===== config.mk =====
export PLATFORM = sky130hd
export DESIGN_NAME = seven_segment_scan_controller_flat
export DESIGN_NICKNAME = d
export VERILOG_FILES = /design/src/rtl/seven_segment_scan_controller_if.sv /design/src/rtl/seven_segment_scan_controller.sv /design/src/flat_wrapper.sv
export SDC_FILE = /design/constraint.sdc
export NUM_CORES = 1
export LEC_CHECK = 0
export BUFFER_PORTS_ARGS = -buffer_cell sky130_fd_sc_hd__buf_2
export CORE_MARGIN = 3
export CORE_UTILIZATION = 38
export DETAILED_ROUTE_END_ITERATION = 16
export GPL_TIMING_DRIVEN = 0
export PLACE_DENSITY = 0.64
export SYNTH_ARGS = -nofsm -noshare
export SYNTH_HDL_FRONTEND = slang
export SYNTH_SLANG_ARGS = --single-unit

===== constraint.sdc =====
create_clock -name clock -period 4.9 [get_ports clock]
set_clock_uncertainty 0.2 [all_clocks]
set_input_delay 0.98 -clock clock [delete_from_list [all_inputs] [get_ports clock]]
set_output_delay 0.98 -clock clock [all_outputs]
set_load 0.005 [all_outputs]

===== src/rtl/seven_segment_scan_controller_if.sv =====
// Requester-side handshake bundle for the seven-segment scan controller.
// Carries the packed hex value, its update request and the capture ack.
interface seven_segment_scan_controller_if #(
    parameter int DIGITS = 4
);
    logic [4*DIGITS-1:0] value;
    logic                value_valid;
    logic                value_ack;

    modport master (
        output value,
        output value_valid,
        input  value_ack
    );

    modport slave (
        input  value,
        input  value_valid,
        output value_ack
    );
endinterface


===== src/rtl/seven_segment_scan_controller.sv =====
// Time-multiplexed 7-segment scanner with frame-boundary value snapshot.
// Optional leading-zero suppression: define SEVEN_SEGMENT_LZ_BLANK_EN.
module seven_segment_scan_controller #(
    parameter int DIGITS = 4,
    parameter int DIV    = 12000,
    parameter int BLANK  = 120
) (
    input  logic                        clock,
    input  logic                        reset_n,
    seven_segment_scan_controller_if.slave bus,
    output logic [6:0]                  abcdefg,
    output logic [DIGITS-1:0]           digit_en,
    output logic                        frame_start
);

    localparam int DW = (DIGITS > 1) ? $clog2(DIGITS) : 1;
    localparam int TW = $clog2(DIV);

    typedef enum logic [1:0] {
        S_INIT,
        S_BLANK,
        S_SHOW
    } state_t;

    state_t              r_state;
    state_t              w_state_n;
    logic [DW-1:0]       r_d;
    logic [DW-1:0]       w_d_n;
    logic [TW-1:0]       r_t;
    logic [TW-1:0]       w_t_n;
    logic [4*DIGITS-1:0] r_snap;
    logic [4*DIGITS-1:0] w_snap_n;
    logic                w_boundary;

    logic                r_ack;
    logic                w_ack_n;
    logic                r_fs;
    logic                w_fs_n;
    logic [6:0]          r_seg;
    logic [6:0]          w_seg_n;
    logic [DIGITS-1:0]   r_en;
    logic [DIGITS-1:0]   w_en_n;
    logic [3:0]          w_nib;
`ifdef SEVEN_SEGMENT_LZ_BLANK_EN
    logic                w_sup;
`endif

    function automatic logic [6:0] hex_seg(input logic [3:0] n);
        logic [6:0] s;
        case (n)
            4'h0:    s = 7'b1111110;
            4'h1:    s = 7'b0110000;
            4'h2:    s = 7'b1101101;
            4'h3:    s = 7'b1111001;
            4'h4:    s = 7'b0110011;
            4'h5:    s = 7'b1011011;
            4'h6:    s = 7'b1011111;
            4'h7:    s = 7'b1110000;
            4'h8:    s = 7'b1111111;
            4'h9:    s = 7'b1111011;
            4'hA:    s = 7'b1110111;
            4'hB:    s = 7'b0011111;
            4'hC:    s = 7'b1001110;
            4'hD:    s = 7'b0111101;
            4'hE:    s = 7'b1001111;
            default: s = 7'b1000111;
        endcase
        return s;
    endfunction

    // Next-state: slot timer, digit index, frame boundary and snapshot load.
    always_comb begin
        w_state_n  = r_state;
        w_d_n      = r_d;
        w_t_n      = r_t;
        w_boundary = 1'b0;
        case (r_state)
            S_INIT: begin
                w_state_n  = S_BLANK;
                w_d_n      = '0;
                w_t_n      = '0;
                w_boundary = 1'b1;
            end
            S_BLANK: begin
                w_t_n = r_t + 1'b1;
                if (r_t == TW'(BLANK - 1)) begin
                    w_state_n = S_SHOW;
                end
            end
            S_SHOW: begin
                if (r_t == TW'(DIV - 1)) begin
                    w_t_n     = '0;
                    w_state_n = S_BLANK;
                    if (r_d == DW'(DIGITS - 1)) begin
                        w_d_n      = '0;
                        w_boundary = 1'b1;
                    end else begin
                        w_d_n = r_d + 1'b1;
                    end
                end else begin
                    w_t_n = r_t + 1'b1;
                end
            end
            default: begin
                w_state_n = S_INIT;
                w_d_n     = '0;
                w_t_n     = '0;
            end
        endcase
        w_fs_n   = w_boundary;
        w_ack_n  = w_boundary & bus.value_valid;
        w_snap_n = w_ack_n ? bus.value : r_snap;
    end

    // Output decode from the next state so every output is a flop.
    always_comb begin
        w_nib  = 4'h0;
        w_en_n = '0;
`ifdef SEVEN_SEGMENT_LZ_BLANK_EN
        w_sup  = 1'b0;
`endif
        for (int i = 0; i < DIGITS; i++) begin
            if (DW'(i) == w_d_n) begin
                w_nib     = w_snap_n[4*i +: 4];
                w_en_n[i] = (w_state_n == S_SHOW);
`ifdef SEVEN_SEGMENT_LZ_BLANK_EN
                w_sup     = (i != 0) && ~|(w_snap_n >> (4*i));
`endif
            end
        end
`ifdef SEVEN_SEGMENT_LZ_BLANK_EN
        w_seg_n = (w_state_n == S_SHOW && !w_sup) ? hex_seg(w_nib) : 7'd0;
`else
        w_seg_n = (w_state_n == S_SHOW) ? hex_seg(w_nib) : 7'd0;
`endif
    end

    // Control state: FSM, digit index, slot timer and frame snapshot.
    always_ff @(posedge clock or negedge reset_n) begin
        if (!reset_n) begin
            r_state <= S_INIT;
            r_d     <= '0;
            r_t     <= '0;
            r_snap  <= '0;
        end else begin
            r_state <= w_state_n;
            r_d     <= w_d_n;
            r_t     <= w_t_n;
            r_snap  <= w_snap_n;
        end
    end

    // Registered outputs, cleared immediately by reset.
    always_ff @(posedge clock or negedge reset_n) begin
        if (!reset_n) begin
            r_ack <= 1'b0;
            r_fs  <= 1'b0;
            r_seg <= '0;
            r_en  <= '0;
        end else begin
            r_ack <= w_ack_n;
            r_fs  <= w_fs_n;
            r_seg <= w_seg_n;
            r_en  <= w_en_n;
        end
    end

    assign bus.value_ack = r_ack;
    assign frame_start   = r_fs;
    assign abcdefg       = r_seg;
    assign digit_en      = r_en;

endmodule


===== src/flat_wrapper.sv =====
// flat-port wrapper written by rule: the top's interface ports become plain ports
module seven_segment_scan_controller_flat 
#(
    parameter int DIGITS = 4,
    parameter int DIV    = 12000,
    parameter int BLANK  = 120
)
  (clock, reset_n, abcdefg, digit_en, frame_start, bus_value, bus_value_valid, bus_value_ack);
  seven_segment_scan_controller_if #(.DIGITS(DIGITS)) bus_i ();
  input  logic clock;
  input  logic reset_n;
  output logic [6:0] abcdefg;
  output logic [DIGITS-1:0] digit_en;
  output logic frame_start;
  input wire logic [$bits(bus_i.value)-1:0] bus_value;
  input wire logic [$bits(bus_i.value_valid)-1:0] bus_value_valid;
  output wire logic [$bits(bus_i.value_ack)-1:0] bus_value_ack;
  assign bus_i.value = bus_value;
  assign bus_i.value_valid = bus_value_valid;
  assign bus_value_ack = bus_i.value_ack;
  seven_segment_scan_controller #(.DIGITS(DIGITS), .DIV(DIV), .BLANK(BLANK)) u_core (.clock(clock), .reset_n(reset_n), .bus(bus_i), .abcdefg(abcdefg), .digit_en(digit_en), .frame_start(frame_start));
endmodule

==> reports/summary.txt, run 1 <==
share of the synthesized area in the top cell type -> 0.455
flops & latches, synth -> 47
Clock Tree Root -> clkbuf_8
# IOs -> 32
P&R area growth vs syn -> 14.1%
number of setup violations in the final report -> 0
vias in the first global route -> 1864
worst-margin pin slew -> 1.05 ns
Async SR Flop Fraction -> 1.00
sequential share of the synthesized area -> 0.455
CP Capture Point -> u_core.abcdefg[6]
CTS H-tree depth -> 2
Antenna Cells -> 0
core box area -> 6460 sq um
Pleak -> 1.45 nW
PwrDens -> 250 nW/um^2
Post-CTS Setup Repair Bufs -> 0
FMAX -> 226 MHz
Post-synth EDFFs -> 0
Mapped Nets -> 271
Hold-fix buffers, CTS -> 0
period utilization -> 0.903
DPL Wire Length -> 3730 um
Die Y -> 88.5 um
Worst R2R Setup Slack -> 0.47 ns
die width -> 88.5 um
mapped cell area -> 2580 sq um
r2r endpoint -> u_core.abcdefg[6]
Crit path required time -> 4.92 ns
VDD IR max -> 179 uV
Yosys top cell by area -> dfrtp_1
full die area -> 7820 sq um
CTS tree -> yes
Setup crit end kind -> flop
initial DRC count -> 87
CP Launch Point -> u_core.r_t[0]
worst path arrival time -> 4.44 ns
clk slew on worst S/H paths -> 0.07 ns
clock latency on the worst-skew pair -> 0.30 ns
gr usage total -> 0.143
Final nets -> 308
Pre-antenna DRT Iters -> 5
total global routing overflow -> 0
Slew Viols, Final -> 0
r2r startpoint -> u_core.r_t[0]
DRT antenna net count -> 0
RD Place Congestion -> 0.808
vias post-DR -> 1881
total negative slack -> 0 ns
Synth area leaders -> dfrtp_1, mux2i_1, ha_1, mux2_2, nor2_1
share of layout cells above drive strength 1 -> 0.245
Netlist cell types -> 55
reg2reg path depth -> 14
Synth Flop Type -> dfrtp_1
# clock sinks -> 47
maxcap violations -> 0
Final Hold Slack -> 0.296 ns
worst rel slew slack -> 0.302
initial antenna violation count -> 0
vias per inst -> 5.31
Initial Util -> 0.400
Max Buffers Root-to-Sink -> 2
largest net degree at the start of global routing -> 48
status -> complete, no violations
Crit Path Class -> flop to flop
most common cell in the netlist -> dfrtp_1
CP startpoint kind -> flop
synth warn -> 0
unrepaired setup endpoints after global routing -> false
Final min period -> 4.43 ns
commonest cells in the netlist -> dfrtp_1, nor2_1, mux2i_1, nand2_1, ha_1
row cnt -> 29
syn avg cell area -> 10.8 sq um
Hold WC Path Type -> flop to flop
total CTS buffers -> 5
first-pass GRT wire length -> 8760 um
routed wire length -> 4990 um
min-delay src -> u_core.r_t[0]
DRC Markers -> 0
CP Max Fanout -> 10
CTS resizes -> 0
Hold Fails Final Rpt -> 0
DR WL/cell -> 14.1 um
IO buf count -> 30
Post-Syn Instances -> 239
state kept, by name (all words and copies together), names as in the netlist:
signal	count
u_core.r_snap	16
u_core.r_t	14
u_core.abcdefg	7
u_core.digit_en	4
u_core.r_d	2
u_core.r_state	2
u_core.bus.value_ack	1
u_core.frame_start	1
cell usage in the layout, fill, tap and decap left out, types with 5 or more instances in the layout:
cell,n
and3_1,5
buf_2,31
clkbuf_8,6
dfrtp_1,47
ha_1,13
inv_1,9
mux2_2,11
mux2i_1,18
nand2_1,18
nand3_1,11
nor2_1,27
o21ai_0,8
xnor2_1,8
xor2_1,5
metal layers:
| layer | wire length (um) | vias to the layer above | GRT usage |
|---|---|---|---|
| li1 | - | 920 | - |
| met1 | 2310 | 922 | 0.192 |
| met2 | 2450 | 31 | 0.233 |
| met3 | 146 | 8 | 0.0279 |
| met4 | 86 | 0 | 0.0467 |
| met5 | 0 | - | 0 |
critical path: stages, from the launching register on:
cell and delay [ns]:
dfrtp_1 0.39, ha_1 0.22, or3b_4 0.41, nor4_1 0.39, a31oi_1 0.34, inv_2 0.20
nand2_1 0.09, clkbuf_1 0.26, mux2_2 0.32, mux2i_1 0.07, mux2i_1 0.43, inv_1 0.16
ha_1 0.24, or4_4 0.54, o211ai_2 0.07
through the flow:
step / worst slack [ns] / util / power, mW / std cells / instance area [sq um]
finish: 0.475 / 0.456 / 0.737 / 354 / 2950
global route: 0.0661 / 0.456 / 0.771 / 354 / 2950
CTS: 0.429 / 0.456 / 0.750 / 354 / 2950
detailed placement: 0.449 / 0.438 / 0.452 / 346 / 2830
global placement: 0.469 / 0.438 / 0.450 / 346 / 2830
floorplan: 1.11 / - / 0.430 / 239 / 2580
worst min-delay path by stage:
stage	endpoint	slack, ns	cells past startpoint
6_report	u_core.r_t[0]	0.30	1
2_1_floorplan	u_core.r_t[0]	0.25	1
4_1_cts	u_core.r_t[0]	0.30	1
3_3_place_gp	u_core.r_t[0]	0.28	1
3_5_place_dp	u_core.r_t[0]	0.29	1
5_1_grt	u_core.r_snap[5]	0.32	1
power by group:
part	switching [mW]	total, mW	leakage (nW)	internal (mW)
clock network	0.129	0.294	0.0612	0.165
logic	0.0283	0.0470	0.772	0.0187
registers	0.00225	0.396	0.620	0.394
cell type report:
type                       instances  area [sq um]
buffer                             6          35.0
clock buffer                       6          82.6
clock inverter                     2          35.0
fill                             625          3510
inverter                          12          50.0
multi-input combinational        174          1320
sequential                        47          1180
tap                               77          96.3
timing repair buffer              30           150
cells by family (layout without fill, tap and decap cells):
| family | after synthesis | in the layout | synth area share |
|---|---|---|---|
| adder cells (fa/ha/maj) | 13 | 13 | 0.0630 |
| XOR/XNOR | 13 | 13 | 0.0441 |
| multiplexers | 31 | 31 | 0.132 |
| flip-flops | 47 | 47 | 0.455 |
| AO/OA/AOI/OAI | 34 | 34 | 0.109 |
| AND/OR/NAND/NOR | 83 | 83 | 0.164 |
| buffers and inverters | 18 | 56 | 0.0329 |
Power figures use the tool's default switching activity.
==> inputs of run 2 (changes only) <==
- ABC_AREA: default -> 1
==> reports/summary.txt, run 2 <==
Pre-antenna DRT Iters -> 4 (-1)
Crit path required time -> 4.93 ns (about the same)
Async SR Flop Fraction -> 1.00 (unchanged)
Setup crit end kind -> flop
DPL Wire Length -> 3840 um (+3.0%)
Mapped Nets -> 352 (+30%)
share of layout cells above drive strength 1 -> 0.240 (-0.00593)
Final nets -> 390 (+27%)
crit path cell chain -> inv_1 -> ha_1 -> nand2_1 -> inv_1 -> nand3_2 -> nand2_4 -> nand2_4 -> buf_6 -> buf_6 -> nand2_1 -> nand2_1 -> nand2_1 -> nand2_1 -> nand2_1 -> a21oi_2 -> inv_1 -> ha_1 -> inv_1 -> nand2_1 -> nand3_1 -> nand2_1 -> nor2_1
total negative slack -> 0 ns (unchanged)
total global routing overflow -> 0 (unchanged)
# clock sinks -> 47 (unchanged)
max reg flops -> 16 (unchanged)
Logic pwr share -> 0.070 (+0.006)
sw frac -> 0.247 (+0.0307)
Max Buffers Root-to-Sink -> 2 (unchanged)
row cnt -> 29 (unchanged)
total power -> 0.678 mW (-7.9%)
vias per inst -> 4.67 (-12%)
FMAX -> 328 MHz (+45%)
Biggest register -> u_core.r_snap
commonest cells after routing, fill and taps aside -> nand2_1, dfrtp_1, inv_1
total CTS buffers -> 5 (unchanged)
routed wire length -> 5100 um (+2.2%)
Post-Syn Instances -> 320 (+34%)
Antenna Cells -> 0 (unchanged)
DR WL/cell -> 11.7 um (-17%)
RD Place Congestion -> 0.855 (+5.8%)
VDD IR max -> 121 uV (-32%)
commonest cells in the netlist -> nand2_1, dfrtp_1, inv_1
first-pass GRT wire length -> 9190 um (+5.0%)
vias in the first global route -> 2000 (+7.3%)
share of the synthesized area in the top cell type -> 0.447 (-0.00844)
initial antenna violation count -> 0 (unchanged)
full die area -> 7960 sq um (+1.8%)
Die Y -> 89.2 um (+0.88%)
worst-margin pin slew -> 1.05 ns (+0.000114 ns)
net switching power -> 0.167 mW (+5.1%)
CTS H-tree depth -> 2 (unchanged)
Netlist cell types -> 32 (-42%)
CP dominant cell by count -> nand2_1
CTS resizes -> 0 (unchanged)
Pleak -> 1.64 nW (+13%)
Clock Tree Root -> clkbuf_8
Synth Flop Type -> dfrtp_1
syn avg cell area -> 8.23 sq um (-24%)
Post-synth EDFFs -> 0 (unchanged)
most common cell after layout, fill and taps aside -> nand2_1
Final min period -> 3.05 ns (-1.38 ns)
# IOs -> 32 (unchanged)
Hold-fix buffers, CTS -> 0 (unchanged)
flops & latches, synth -> 47 (unchanged)
clk slew on worst S/H paths -> 0.09 ns (+0.02 ns)
clock latency on the worst-skew pair -> 0.30 ns (about the same)
maxcap violations -> 0 (unchanged)
core box area -> 6530 sq um (+1.1%)
CP max stage cell -> dfrtp_1
gr usage total -> 0.148 (+0.00445)
CTS tree -> yes
synth warn -> 0 (unchanged)
initial DRC count -> 88 (+1.1%)
largest net degree at the start of global routing -> 48 (unchanged)
mapped cell area -> 2630 sq um (+1.9%)
Post-CTS Setup Repair Bufs -> 0 (unchanged)
Hold WC Path Type -> flop to flop
IO buf count -> 31 (+3.3%)
worst rel slew slack -> 0.302 (about the same)
worst stage delay on the critical path -> 0.41 ns (-0.13 ns)
Crit Path Class -> flop to flop
Initial Util -> 0.403 (+0.00303)
die width -> 89.2 um (+0.88%)
sequential share of the synthesized area -> 0.447 (-0.00844)
worst path arrival time -> 3.07 ns (-1.37 ns)
vias post-DR -> 2034 (+8.1%)
period utilization -> 0.622 (-0.281)
P&R area growth vs syn -> 12.9%
PwrDens -> 228 nW/um^2 (-8.7%)
Clock power frac -> 0.346 (-0.053)
DRT antenna net count -> 0 (unchanged)
CP Max Fanout -> 10 (unchanged)
Yosys top cell by area -> dfrtp_1
number of setup violations in the final report -> 0 (unchanged)
CP startpoint kind -> flop
Synth area leaders -> dfrtp_1, nand2_1, inv_1, ha_1, nor2_1
Internal Power -> 0.511 mW (-12%)
Slew Viols, Final -> 0 (unchanged)
unrepaired setup endpoints after global routing -> false
DRC Markers -> 0 (unchanged)
Hold Fails Final Rpt -> 0 (unchanged)
most common cell in the netlist -> nand2_1
status -> complete, no violations
Flop pwr share -> 0.584 (+0.046)
[run 2: metrics by stage]
stage | worst slack [ns] | util | instance area (sq um) | instances | hold slack (ns)
CTS | 1.82 | 0.455 | 2970 | 436 | 0.278
global placement | 1.75 | 0.442 | 2880 | 428 | 0.247
floorplan | 2.17 | - | 2630 | 320 | 0.233
finish | 1.85 | 0.455 | 2970 | 436 | 0.270
detailed placement | 1.73 | 0.442 | 2880 | 428 | 0.265
global route | 1.50 | 0.455 | 2970 | 436 | 0.300
[run 2: power by group through the flow]
stage / clock network, mW / registers (mW) / logic, mW
after floorplan: 0 / 0.404 / 0.0273
after global placement: 0 / 0.404 / 0.0480
after detailed placement: 0 / 0.404 / 0.0487
after CTS: 0.245 / 0.396 / 0.0490
after global routing: 0.263 / 0.397 / 0.0557
final: 0.235 / 0.396 / 0.0477
[run 2: layer usage]
| layer | GRT usage | share of wire | up-vias |
|---|---|---|---|
| li1 | - | - | 1061 |
| met1 | 0.187 | 0.47 | 931 |
| met2 | 0.253 | 0.48 | 37 |
| met3 | 0.0359 | 0.040 | 5 |
| met4 | 0.0379 | 0.010 | 0 |
| met5 | 0 | 0 | - |
[run 2: kinds of logic after synthesis]
logic type | share of synthesized area
AO/OA/AOI/OAI | 0.0399
AND/OR/NAND/NOR | 0.345
adder cells (fa/ha/maj) | 0.0618
buffers and inverters | 0.0836
XOR/XNOR | 0.0233
flip-flops | 0.447
[run 2: worst max-delay path, delay by kind of cell, from the launching register on]
family,cells,cell delay [ns]
fa+ha+maj,2,0.55
simple gates,13,0.96
compound gates,1,0.24
flops,1,0.41
buf+inv,6,0.62
[run 2: path summary, 6_finish.rpt]
kind | start | endpoint | slack [ns] | cells past startpoint
max | u_core.r_state[0] | u_core.abcdefg[3] | 1.85 | 22
min | u_core.r_t[0] | u_core.r_t[0] | 0.27 | 1
max reg2reg | u_core.r_state[0] | u_core.abcdefg[3] | 1.85 | 22
min reg2reg | u_core.r_t[0] | u_core.r_t[0] | 0.27 | 1
max in group asynchronous | reset_n | u_core.r_t[1] | 3.19 | 1
min in group asynchronous | reset_n | u_core.bus.value_ack | 0.66 | 1
[run 2: cell type report]
cell class	count	area, sq um
Buffer	3	26.3
Clock buffer	5	68.8
Clock inverter	3	20.0
Fill cell	661	3560
Inverter	51	194
Multi-Input combinational cell	219	1240
Sequential cell	47	1180
Tap cell	77	96.3
Timing Repair Buffer	31	155
